[src/rtl/fila_pkg.sv]
// Shared constants and types for the fila byte queue and its read-side controller.
package fila_pkg;
  localparam int DATA_W     = 8;
  localparam int FILA_DEPTH = 8;

  typedef enum logic [1:0] {
    IDLE    = 2'd0,
    REQ     = 2'd1,
    CAPTURE = 2'd2,
    SETTLE  = 2'd3
  } leitor_state_t;
endpackage

[src/rtl/leitor_fila.sv]
// Read-side controller for fila: pops one byte at a time, holds it in a
// single-entry buffer and hands it downstream over valid/ready.
module leitor_fila
  import fila_pkg::*;
#(
  parameter int SETTLE_CYCLES = 2
) (
  input  logic              clk_10KHz,
  input  logic              reset,
  input  logic              enable_in,
  input  logic [DATA_W-1:0] len_in,
  input  logic [DATA_W-1:0] data_in,
  output logic              dequeue_out,
  output logic [DATA_W-1:0] data_out,
  output logic              valid_out,
  input  logic              ready_in,
  output logic [7:0]        count_out,
  output logic              busy_out
);

  localparam logic [3:0] SETTLE_LOAD = 4'(SETTLE_CYCLES - 1);

  leitor_state_t state, next_state;
  logic [3:0]    settle_cnt;
  logic          capture;
  logic          transfer;

  // NOTE: sequential state uses non-blocking assignments so every flop samples
  // pre-edge values regardless of the order the always blocks are evaluated.
  always_ff @(posedge clk_10KHz or posedge reset) begin
    if (reset) begin
      state <= IDLE;
    end else begin
      state <= next_state;
    end
  end

  // NOTE: next_state gets a default before the case so no path leaves it
  // unassigned, which would otherwise infer a latch.
  always_comb begin
    next_state = state;
    unique case (state)
      IDLE:    if (enable_in && (len_in != '0) && !valid_out) next_state = REQ;
      REQ:     next_state = CAPTURE;
      CAPTURE: next_state = SETTLE;
      SETTLE:  if (settle_cnt == '0) next_state = IDLE;
      default: next_state = IDLE;
    endcase
  end

  always_comb begin
    busy_out = (state != IDLE);
    capture  = (state == CAPTURE);
    transfer = valid_out && ready_in;
  end

  // Dedicated flop so the pulse toward the queue never glitches on a
  // multi-bit state change.
  always_ff @(posedge clk_10KHz or posedge reset) begin
    if (reset) begin
      dequeue_out <= 1'b0;
    end else begin
      dequeue_out <= (state == IDLE) && (next_state == REQ);
    end
  end

  // len_in trails the queue shift by a cycle, so SETTLE waits it out.
  always_ff @(posedge clk_10KHz or posedge reset) begin
    if (reset) begin
      settle_cnt <= '0;
    end else if (capture) begin
      settle_cnt <= SETTLE_LOAD;
    end else if ((state == SETTLE) && (settle_cnt != '0)) begin
      settle_cnt <= settle_cnt - 4'd1;
    end
  end

  // Hold register and delivery counter run independently of the FSM.
  always_ff @(posedge clk_10KHz or posedge reset) begin
    if (reset) begin
      data_out  <= '0;
      valid_out <= 1'b0;
      count_out <= '0;
    end else begin
      if (capture) begin
        data_out  <= data_in;
        valid_out <= 1'b1;
      end else if (transfer) begin
        valid_out <= 1'b0;
      end
      if (transfer) begin
        count_out <= count_out + 8'd1;
      end
    end
  end

endmodule

[config.mk]
export PLATFORM = sky130hd
export DESIGN_NAME = leitor_fila
export DESIGN_NICKNAME = d
export VERILOG_FILES = /design/src/rtl/fila_pkg.sv /design/src/rtl/leitor_fila.sv
export SDC_FILE = /design/constraint.sdc
export NUM_CORES = 1
export LEC_CHECK = 0
export CORE_AREA = 2 2 65 67
export CTS_CLUSTER_SIZE = 25
export DETAILED_ROUTE_END_ITERATION = 8
export DIE_AREA = 0 0 67 69
export DONT_BUFFER_PORTS = 1
export PLACE_DENSITY_LB_ADDON = 0.25
export SLEW_MARGIN = 5
export SYNTH_ARGS = -nofsm -noshare
export SYNTH_HDL_FRONTEND = slang
export SYNTH_SLANG_ARGS = --single-unit
[constraint.sdc]
create_clock -name clk_10KHz -period 2.5 [get_ports clk_10KHz]
set_clock_uncertainty 0.15 [all_clocks]
set_input_delay 0.5 -clock clk_10KHz [delete_from_list [all_inputs] [get_ports clk_10KHz]]
set_output_delay 0.5 -clock clk_10KHz [all_outputs]
set_load 0.05 [all_outputs]
# --- Word-level counts from Yosys, hierarchy flattened ---
# Cells that the tools add are included.
totals:
  regBits: 24
  inputBits: 20
  output_inout_bits: 19
  word_cells: 32
classes:
  addsub: 2
  eq_ne: 4
  muxes: 7
  reduce_logical: 13
ops:
  columns: ["cell", "count"]
  rows:
  - ["8-bit by 1-bit adder with 8-bit output (second input constant)", 1]
  - ["4-bit two-way mux", 2]
  - ["2-bit case mux with 4 select lines", 1]
  - ["8-bit nonzero test", 1]
  - ["2-bit nonzero test", 3]
  - ["1-bit logical AND", 5]
  - ["2-bit by 1-bit equality test with 1-bit output (second input constant)", 2]
  - ["2-bit equality test (second input constant)", 2]
  - ["4-bit logical NOT", 1]
  - ["2-bit two-way mux", 2]
  - ["4-bit nonzero test", 1]
  - ["4-bit by 1-bit subtractor with 4-bit output (second input constant)", 1]
  - ["2-bit logical NOT", 1]
  - ["1-bit two-way mux", 2]
  - ["1-bit logical NOT", 1]

# --- Depth between registers and ports, before layout ---
# Gate-level depths: netlist (run 1).
depth:
  word_depth: 7
  mapped_depth: 5

# --- Worst setup path before layout (run 1) ---
# OpenSTA, ideal clock, no wires.
synth_path:
  path_type: "reg2reg"
  from: "reg valid_out"
  to: "reg count_out[6]"
  setup_time_ps: 141
  arrival_time_ps: 1284
  required_ps: 2209
  setup_slack_ps: 925
  path_stages_with_launch: 4
  path_buffers: 0
  period_less_slack_ps: 1575
  cell_sequence: "dfrtp_1 and4_1 nand4_1 xnor2_1"
synth_via:
  elab_chain_len: 1
synth_lines:
  columns: ["element", "line_no", "source"]
  rows:
  - ["start, declared", "leitor_fila.sv:15", "output logic valid_out,"]
  - ["start signal, assigned", "leitor_fila.sv:82", "valid_out <= 1'b0;"]
  - ["start signal, assigned", "leitor_fila.sv:87", "valid_out <= 1'b1;"]
  - ["start signal, assigned", "leitor_fila.sv:89", "valid_out <= 1'b0;"]
  - ["1-bit logical AND", "leitor_fila.sv:54", "transfer = valid_out && ready_in;"]
  - ["end signal, assigned", "leitor_fila.sv:92", "count_out <= count_out + 8'd1;"]
  - ["end, declared", "leitor_fila.sv:17", "output logic [7:0] count_out,"]
# No other way between the ends.
# A chain may end at the register's enable or synchronous reset.

# --- Worst setup path after layout (run 1) ---
layout_path:
  from: "reg state[0]"
  to: "out busy_out"
layout_via:
  elab_chain_len: 1
layout_lines:
  columns: ["element", "line_no", "source"]
  rows:
  - ["start, declared", "leitor_fila.sv:23", "leitor_state_t state, next_state;"]
  - ["start signal, assigned", "leitor_fila.sv:34", "state <= next_state;"]
  - ["2-bit nonzero test", "leitor_fila.sv:52", "busy_out = (state != IDLE);"]
  - ["end, declared", "leitor_fila.sv:18", "output logic busy_out"]
# No other way between the ends.

==> impl_metrics.yaml, run 1 <==
run_status:
  status: "completed"
pwr:
  power.density_nw_per_um2: 1470
  p_leak_nw: 0.568
  p_sw_uw: 922
  power.share.sequential_pct: 61.8
  switching_share_pct: 49.9
  internal-power_uw: 926
  vdd_drop_max_uv: 240
  combPwrFrac_pct: 26.4
  clockPowerShare_pct: 11.7
worst_setup_path:
  crit_fanout: 7
  critPathLaunchType: "flop"
  cp-end-kind: "primary output"
  critPathTopFamily: "flip-flops"
  worstSetupPathType: "flop to primary output"
  required_ps: 1850
  crit_buf_inv: 0
  critPathSlowestCell: "dfrtp_1"
  max_stage_delay_ps: 440
  crit_arrival_ps: 1040
  path_cells: "or2_4"
flow_run:
  maxCapViolCount: 0
sta:
  fin_crit_ps: 1690
  drv_slew: 0
  setup_violations: 0
  finalHoldViolCount: 0
  fin_setup_tns_ps: 0
  whs_ps: 189
  rsz0062_at_grt: "false"
  tightest_slew_ps: 679
  fmax_mhz: 591
  finalCritPeriodShare_pct: 67.7
  relSlewSlack_pct: 54.8
floorplanning:
  rows: 23
  die_w_um: 67
  die_h_um: 69
  design.die.area_sq_um: 4620
  core-area_sq_um: 3910
  initial_core_util_pct: 29.1
  num_io_pins: 39
synthesis:
  yosysSeqAreaShare_pct: 52.7
  yosysTopAreaCellShare_pct: 52.7
  yosys_register_bits: 24
  synth.cell_area_sq_um: 1140
  ys_warn_count: 0
  synth_cell_types: 31
  postSynthAreaPerCell_sq_um: 13.1
  yosysTopAreaCell: "dfrtp_1"
  synthTopCellsByArea: "dfrtp_1 (53%), mux2_4 (11%), ha_1 (3.3%), xnor2_1 (3.1%), inv_1 (2.6%)"
  syn_inst: 87
  synth_fp_nets: 110
cells_and_area:
  fin_nets: 116
  final_cell_mix: "dfrtp_1 (24), mux2_4 (8), inv_1 (8)"
  antennaDiodeCount: 0
  layout_commonest_cell: "dfrtp_1"
  area_growth_pct: 9.99
  drive_above_1_share_pct: 22.0
clock_tree:
  cts_tree: "yes"
  clkLatencyLatePin_ps: 260
  clock_path_buffers: 2
  cts_buffers: 3
  cts_root_buf: "clkbuf_8"
  cts.sinks: 24
  h-tree-depth: 1
  clk_pin_slew_worst_paths_ps: 70
  cts_setup_buffers: 0
routing:
  drt_iter0_drc: 21
  routedWlPerCell_um: 14.3
  drtAntennaViolNets: 0
  drc_errors: 0
  via_count: 657
  vias_per_cell: 4.66
  routed_wl_mm: 2.02
  firstDrtPassIters: 2
min_path:
  hp-class: "primary input to flop"
global_route:
  grt_pass1_wl_mm: 3.22
  overflow: 0
  grt_max_degree: 20
  grt_use_total_pct: 8.99
  antenna_found_initial: 0
  grt_pass1_vias: 691
placed_design:
  gp_congestion: 0.704
  place_hpwl_mm: 1.57
  numPortBuffers: 0
-- final cells by class --
type                    instances  area (sq um)
clock buffers                   3          41.3
fillers                       411          2660
inverters                       8          30.0
multi-input cells              54           502
flip-flops and latches         24           601
well taps                      50          62.6
repair buffers                  2          17.5
-- power by group through the flow --
stage | Sequential [mW] | Combinational [mW] | Clock [mW]
after global placement | 1.15 | 0.477 | 0
final | 1.14 | 0.488 | 0.217
after CTS | 1.15 | 0.499 | 0.230
after detailed placement | 1.16 | 0.495 | 0
after floorplan | 1.11 | 0.431 | 0
after global routing | 1.17 | 0.541 | 0.244
-- metrics by stage --
| stage | cell area, sq um | cells | util [%] | total power, mW | setup WS, ps |
|---|---|---|---|---|---|
| detailed placement | 1200 | 137 | 30.7 | 1.65 | 847 |
| CTS | 1250 | 141 | 32.0 | 1.88 | 794 |
| global route | 1250 | 141 | 32.0 | 1.95 | 756 |
| global placement | 1200 | 137 | 30.7 | 1.63 | 861 |
| finish | 1250 | 141 | 32.0 | 1.85 | 809 |
| floorplan | 1140 | 87 | - | 1.54 | 925 |
-- synthesized netlist by cell type, drive strengths merged --
cell	instances
and2	1
ha	3
and4bb	1
o21bai	1
nor3b	1
nor2b	1
or2	1
inv	8
or3	2
nand2b	1
nor2	2
mux2	9
and4	1
nand4	2
o21ai	5
o41ai	2
nand3	4
buf	1
a2111oi	1
nor4	2
xor2	3
o31ai	1
dfrtp	24
nand2	4
xnor2	4
nor3	1
o31a	1
-- sequential cells by signal, indices dropped and copies added (netlist names) --
signal	cells
valid_out	1
data_out	8
settle_cnt	4
count_out	8
state	2
dequeue_out	1
-- logic make-up after synthesis --
group | after synthesis | share of synthesized area (%)
flip-flops | 24 | 52.7
AND/OR/NAND/NOR | 24 | 14.9
adder cells (fa/ha/maj) | 3 | 3.29
buffers and inverters | 9 | 3.29
multiplexers | 9 | 11.5
AO/OA/AOI/OAI | 11 | 8.89
XOR/XNOR | 7 | 5.38
-- routing by layer --
| layer | global-route usage [%] | wire length (um) | share of wire [%] |
|---|---|---|---|
| met1 | 9.97 | 798 | 40 |
| met2 | 15.0 | 1090 | 54 |
| met4 | 4.31 | 20 | 0.99 |
| met3 | 3.10 | 114 | 5.6 |
| met5 | 0 | 0 | 0 |
-- worst paths after layout --
check,slack [ps],cells past startpoint,endpoint,from
worst max-delay path,810,1,busy_out,state[0]
worst min-delay path,190,1,valid_out,ready_in
worst max register to register,850,3,count_out[6],valid_out
worst min register to register,400,2,settle_cnt[1],settle_cnt[1]
max in group asynchronous,1260,3,dequeue_out,reset
min in group asynchronous,430,2,data_out[6],reset
-- what timing repair did --
item / CTS / global route
endpoints found under the hold margin: 5 / 0
hold buffers: 1 / 0
resized for setup: 0 / 0
No activity file was read; power rests on OpenSTA's default activity.
==> inputs of run 2 (changes only) <==
==> constraint.sdc (replaced) <==
create_clock -name clk_10KHz -period 1.4 [get_ports clk_10KHz]
set_clock_uncertainty 0.15 [all_clocks]
set_input_delay 0.28 -clock clk_10KHz [delete_from_list [all_inputs] [get_ports clk_10KHz]]
set_output_delay 0.28 -clock clk_10KHz [all_outputs]
set_load 0.05 [all_outputs]
==> run 2 against run 1 <==
The run now ends with setup timing left. Count of clock-buffer cells in the layout stayed put. Combinational power grew to 5.1 times the previous value. Wire length grew 18%. Register-to-register slack worse by 870 ps. Total power up 130%. Non-clock buffer count is 38 higher. Largest cell class unchanged.
==> impl_metrics.yaml, run 2 (synthesized netlist as in run 1, its figures left out) <==
run_status:
  status: "finished with violations"
  violations: "setup timing"
placed_design:
  place_hpwl_mm: 1.64
  gp_congestion: 0.782
  preCtsSetupSlack_ps: -70.7
  numPortBuffers: 0
pwr:
  vdd_drop_max_uv: 1230
  p_leak_nw: 0.781
  power.density_nw_per_um2: 2610
floorplanning:
  rows: 23
  num_io_pins: 39
  die_h_um: 69
  initial_core_util_pct: 29.1
  die_w_um: 67
  design.die.area_sq_um: 4620
  core-area_sq_um: 3910
sta:
  setup_violations: 4
  finalHoldViolCount: 0
  tightest_slew_ps: 495
  worst_slack_ps: -89.9
  finalCritPeriodShare_pct: 106
  fin_crit_ps: 1490
  relSlewSlack_pct: 67.0
  fin_setup_tns_ps: -124
  drv_slew: 0
  rsz0062_at_grt: "true"
  fmax_mhz: 671
clock_tree:
  cts_tree: "yes"
  cts.sinks: 24
  clk_pin_slew_worst_paths_ps: 80
  h-tree-depth: 1
  cts_root_buf: "clkbuf_8"
  cts_buffers: 3
  clock_path_buffers: 2
  clkLatencyLatePin_ps: 260
worst_setup_path:
  worstSetupPathType: "flop to primary output"
  critPathLaunchType: "flop"
  reg2reg_depth: 4
  crit_fanout: 2
  r2r-start: "settle_cnt[0]"
  required_ps: 970
  cp-end-kind: "primary output"
  worstReg2RegEnd: "settle_cnt[1]"
  crit_arrival_ps: 1060
  reg2reg_slack_ps: -20
cells_and_area:
  fin_nets: 154
  layout_commonest_cell: "buf_4"
  antennaDiodeCount: 0
  area_growth_pct: 45.7
  top_regs: "count_out x8, data_out x8, settle_cnt x4"
  final_cell_mix: "buf_4 (29), dfrtp_1 (18), mux2_4 (8), dlygate4sd3_1 (7)"
  drive_above_1_share_pct: 50.0
  fillers: 399
routing:
  routed_wl_mm: 2.38
  drtAntennaViolNets: 0
  vias_per_cell: 4.54
  firstDrtPassIters: 4
  via_count: 817
  drt_iter0_drc: 30
  drc_errors: 0
  routedWlPerCell_um: 13.2
global_route:
  grt_pass1_vias: 886
  grt_pass1_wl_mm: 4.20
  grt_max_degree: 24
  antenna_found_initial: 0
  grt_use_total_pct: 11.4
  overflow: 0
min_path:
  hold_end: "data_out[3]"
  hp-class: "primary input to flop"
  worstHoldPathCells: 1
  min_from: "data_in[3]"
flow_run:
  maxCapViolCount: 0
-- run 2: changes by cell type in the layout (fill, tap and decap cells not counted), moves of 2 or more --
cell / change
ha_1: -2
buf_4: +28
dlygate4sd3_1: +6
dfrtp_1: -6
buf_6: +2
inv_1: -2
inv_2: +2
dfrtp_2: +6
buf_12: +2
-- run 2: final cells by class --
| class | count | area [sq um] | area share (%) |
|---|---|---|---|
| sequential | 24 | 608 | 36.6 |
| multi-input combinational | 54 | 538 | 32.4 |
| timing repair buffer | 40 | 350 | 21.1 |
| tap | 50 | 62.6 | 3.77 |
| clock buffer | 3 | 41.3 | 2.49 |
| clock inverter | 1 | 30.0 | 1.81 |
| inverter | 8 | 30.0 | 1.81 |
-- run 2: power breakdown --
part | switching, mW | internal (mW)
logic | 1.38 | 1.10
clock network | 0.213 | 0.382
registers | 0.262 | 0.999
total | 1.86 | 2.48
-- run 2: stage by stage --
stage	instance area, sq um	power, mW	util (%)	std cells	hold WS (ps)
floorplan	1150	2.76	-	87	144
global placement	1410	3.42	36.0	160	-130
detailed placement	1410	3.47	36.0	160	-124
CTS	1600	4.28	40.8	174	1.66
global route	1660	4.61	42.4	180	2.50
finish	1660	4.34	42.4	180	11.2
-- run 2: critical path, cell delays in order (launching register included) --
cell and delay, ps:
dfrtp_1 380, or2_4 270, buf_12 150
-- run 2: how the worst max path moves through the flow --
stage,endpoint,start,slack [ps],cells past startpoint
floorplan,settle_cnt[0],settle_cnt[0],10,5
global placement,state[1],settle_cnt[0],-10,5
detailed placement,state[1],settle_cnt[0],-70,5
CTS,busy_out,state[0],-110,2
global route,busy_out,state[1],-120,2
finish,busy_out,state[1],-90,2
-- run 2: repair_timing --
item / in CTS / in global routing
hold endpoints to repair: 27 / 3
endpoints found under the setup margin: 4 / 7
buffers inserted: 6 / 3
pin swaps: 2 / 4
gates resized for setup: 7 / 4
hold buffers: 4 / 3
-- run 2: layer usage --
metal / track usage [%] / vias to the layer above / share of wire (%)
met3: 3.59 / 0 / 6.0
met5: 0 / - / 0
met2: 20.2 / 23 / 54
met4: 0.680 / 0 / 0
met1: 14.0 / 404 / 40
li1: - / 390 / -
==> inputs of run 3 (changes only) <==
--- a/config.mk
+++ b/config.mk
@@ -10,6 +10,7 @@
 export DETAILED_ROUTE_END_ITERATION = 8
 export DIE_AREA = 0 0 67 69
 export DONT_BUFFER_PORTS = 1
+export GPL_TIMING_DRIVEN = 0
 export PLACE_DENSITY_LB_ADDON = 0.25
 export SLEW_MARGIN = 5
 export SYNTH_ARGS = -nofsm -noshare
==> run 3 against run 2 <==
Clock power shrank 30%. Via count down 12%. First-iteration DRC count grew 33%. Critical endpoint unchanged. Combinational power shrank 50%. Global-route usage decreased by 1.2 points. Total power is 12% lower. Count of clock-buffer cells in the layout up 1. The flow finishes with violations (hold timing, setup timing). Die area unchanged. Sequential cell count unchanged. Critical path depth fell by 1. Wire length decreased by 1.9%.
==> impl_metrics.yaml, run 3 (synthesized netlist as in run 1, its figures left out) <==
pwr:
  vdd_drop_max_uv: 724
  p_total_mw: 3.81
  power.density_nw_per_um2: 2590
  p_leak_nw: 0.653
global_route:
  grt_pass1_wl_mm: 3.67
  grt_use_total_pct: 10.3
  overflow: 0
  grt_max_degree: 25
  grt_pass1_vias: 780
  antenna_found_initial: 0
worst_setup_path:
  critPathLaunchType: "flop"
  cp-end-kind: "primary output"
  path_cells: "or2_4"
  critPathTopFamily: "flip-flops"
  crit_buf_inv: 0
  required_ps: 970
  worstSetupPathType: "flop to primary output"
  max_stage_delay_ps: 390
  critPathSlowestCell: "dfrtp_1"
  crit_arrival_ps: 1000
  crit_fanout: 3
placed_design:
  dpl-instance-area_sq_um: 1210
  gp_congestion: 0.703
  place_hpwl_mm: 1.55
  numPortBuffers: 0
routing:
  firstDrtPassIters: 4
  vias_per_cell: 4.68
  drt_iter0_drc: 40
  drc_errors: 0
  via_count: 721
  drtAntennaViolNets: 0
  routedWlPerCell_um: 15.2
  routed_wl_mm: 2.33
sta:
  relSlewSlack_pct: 37.2
  finalHoldViolCount: 24
  finalCritPeriodShare_pct: 102
  rsz0062_at_grt: "true"
  tightest_slew_ps: 941
  whs_ps: -37.5
  drv_slew: 0
  worst_slack_ps: -28.7
  setup_violations: 3
  fin_crit_ps: 1430
  fmax_mhz: 700
flow_run:
  maxCapViolCount: 0
clock_tree:
  clock_path_buffers: 2
  cts.sinks: 24
  cts_buffers: 3
  h-tree-depth: 1
  cts_root_buf: "clkbuf_8"
  cts_tree: "yes"
  clk_pin_slew_worst_paths_ps: 90
  clkLatencyLatePin_ps: 260
cells_and_area:
  antennaDiodeCount: 0
  postLayoutCellArea_sq_um: 1470
  area_growth_pct: 29.1
  final_cell_mix: "dfrtp_1 (16), mux2_4 (9), buf_4 (8), inv_1 (6), dlygate4sd3_1 (5)"
  fin_util_pct: 37.6
  layout_commonest_cell: "dfrtp_1"
  fillers: 386
  top_regs: "count_out x8, data_out x8, settle_cnt x4"
  fin_nets: 128
  drive_above_1_share_pct: 46.2
floorplanning:
  core-area_sq_um: 3910
  die_h_um: 69
  initial_core_util_pct: 29.1
  design.die.area_sq_um: 4620
  rows: 23
  num_io_pins: 39
  die_w_um: 67
min_path:
  hp-class: "primary input to asynchronous set/reset pin"
run_status:
  violations: "hold timing, setup timing"
  status: "finished with violations"
==> run 3: cell count changes in the layout (fill, tap and decap cells not counted), sizes merged <==
cell	delta
clkbuf	+1
bufinv	-1
buf	-24
dlygate4sd3	-2
==> run 3: what timing repair did <==
action | CTS | global route
setup endpoints to repair | 8 | 20
setup buffers | 6 | 1
pin swaps | 8 | 8
hold endpoints to repair | 25 | 4
gates cloned | 0 | 1
hold buffers | 1 | 4
resized for setup | 12 | 16
==> run 3: final cells by class <==
type	instances	area (sq um)	share of cell area [%]
Buffer	1	11.3	0.765
Clock buffer	4	45.0	3.06
Timing Repair Buffer	13	110	7.48
Tap cell	50	62.6	4.25
Multi-Input combinational cell	54	592	40.2
Sequential cell	24	621	42.2
Inverter	8	30.0	2.04
==> run 3: path summary, 6_finish.rpt <==
check                                      to  slack (ps)  cells past startpoint          start
worst min register to register  settle_cnt[1]         450                      2  settle_cnt[1]
min in group clk_10KHz            data_out[2]          10                      1     data_in[2]
worst max register to register   count_out[6]           0                      3   count_out[3]
worst max-delay path                 busy_out         -30                      1       state[1]
worst min-delay path             count_out[1]         -40                      1          reset
max in group asynchronous           valid_out         460                      1          reset
==> run 3: per-layer routing <==
metal,up-vias,wire length [um],part of all wire [%],GRT usage (%)
li1,338,-,-,-
met1,360,933,40,12.2
met2,19,1240,53,17.6
met3,4,124,5.3,2.61
met4,0,36,1.5,3.40
met5,-,0,0,0
==> run 3: report_power, final <==
part	total, mW	internal (mW)	switching [mW]
registers	2.16	1.02	1.14
logic	1.24	0.749	0.490
clock network	0.417	0.203	0.214
==> run 3: through the flow <==
stage	setup slack, ps	std cells	TNS, ps
final	-28.7	154	-35.5
after CTS	-41.9	148	-54.6
after global routing	-61.4	154	-392
after floorplan	10.7	87	0
after global placement	-120	137	-256
after detailed placement	-177	137	-439
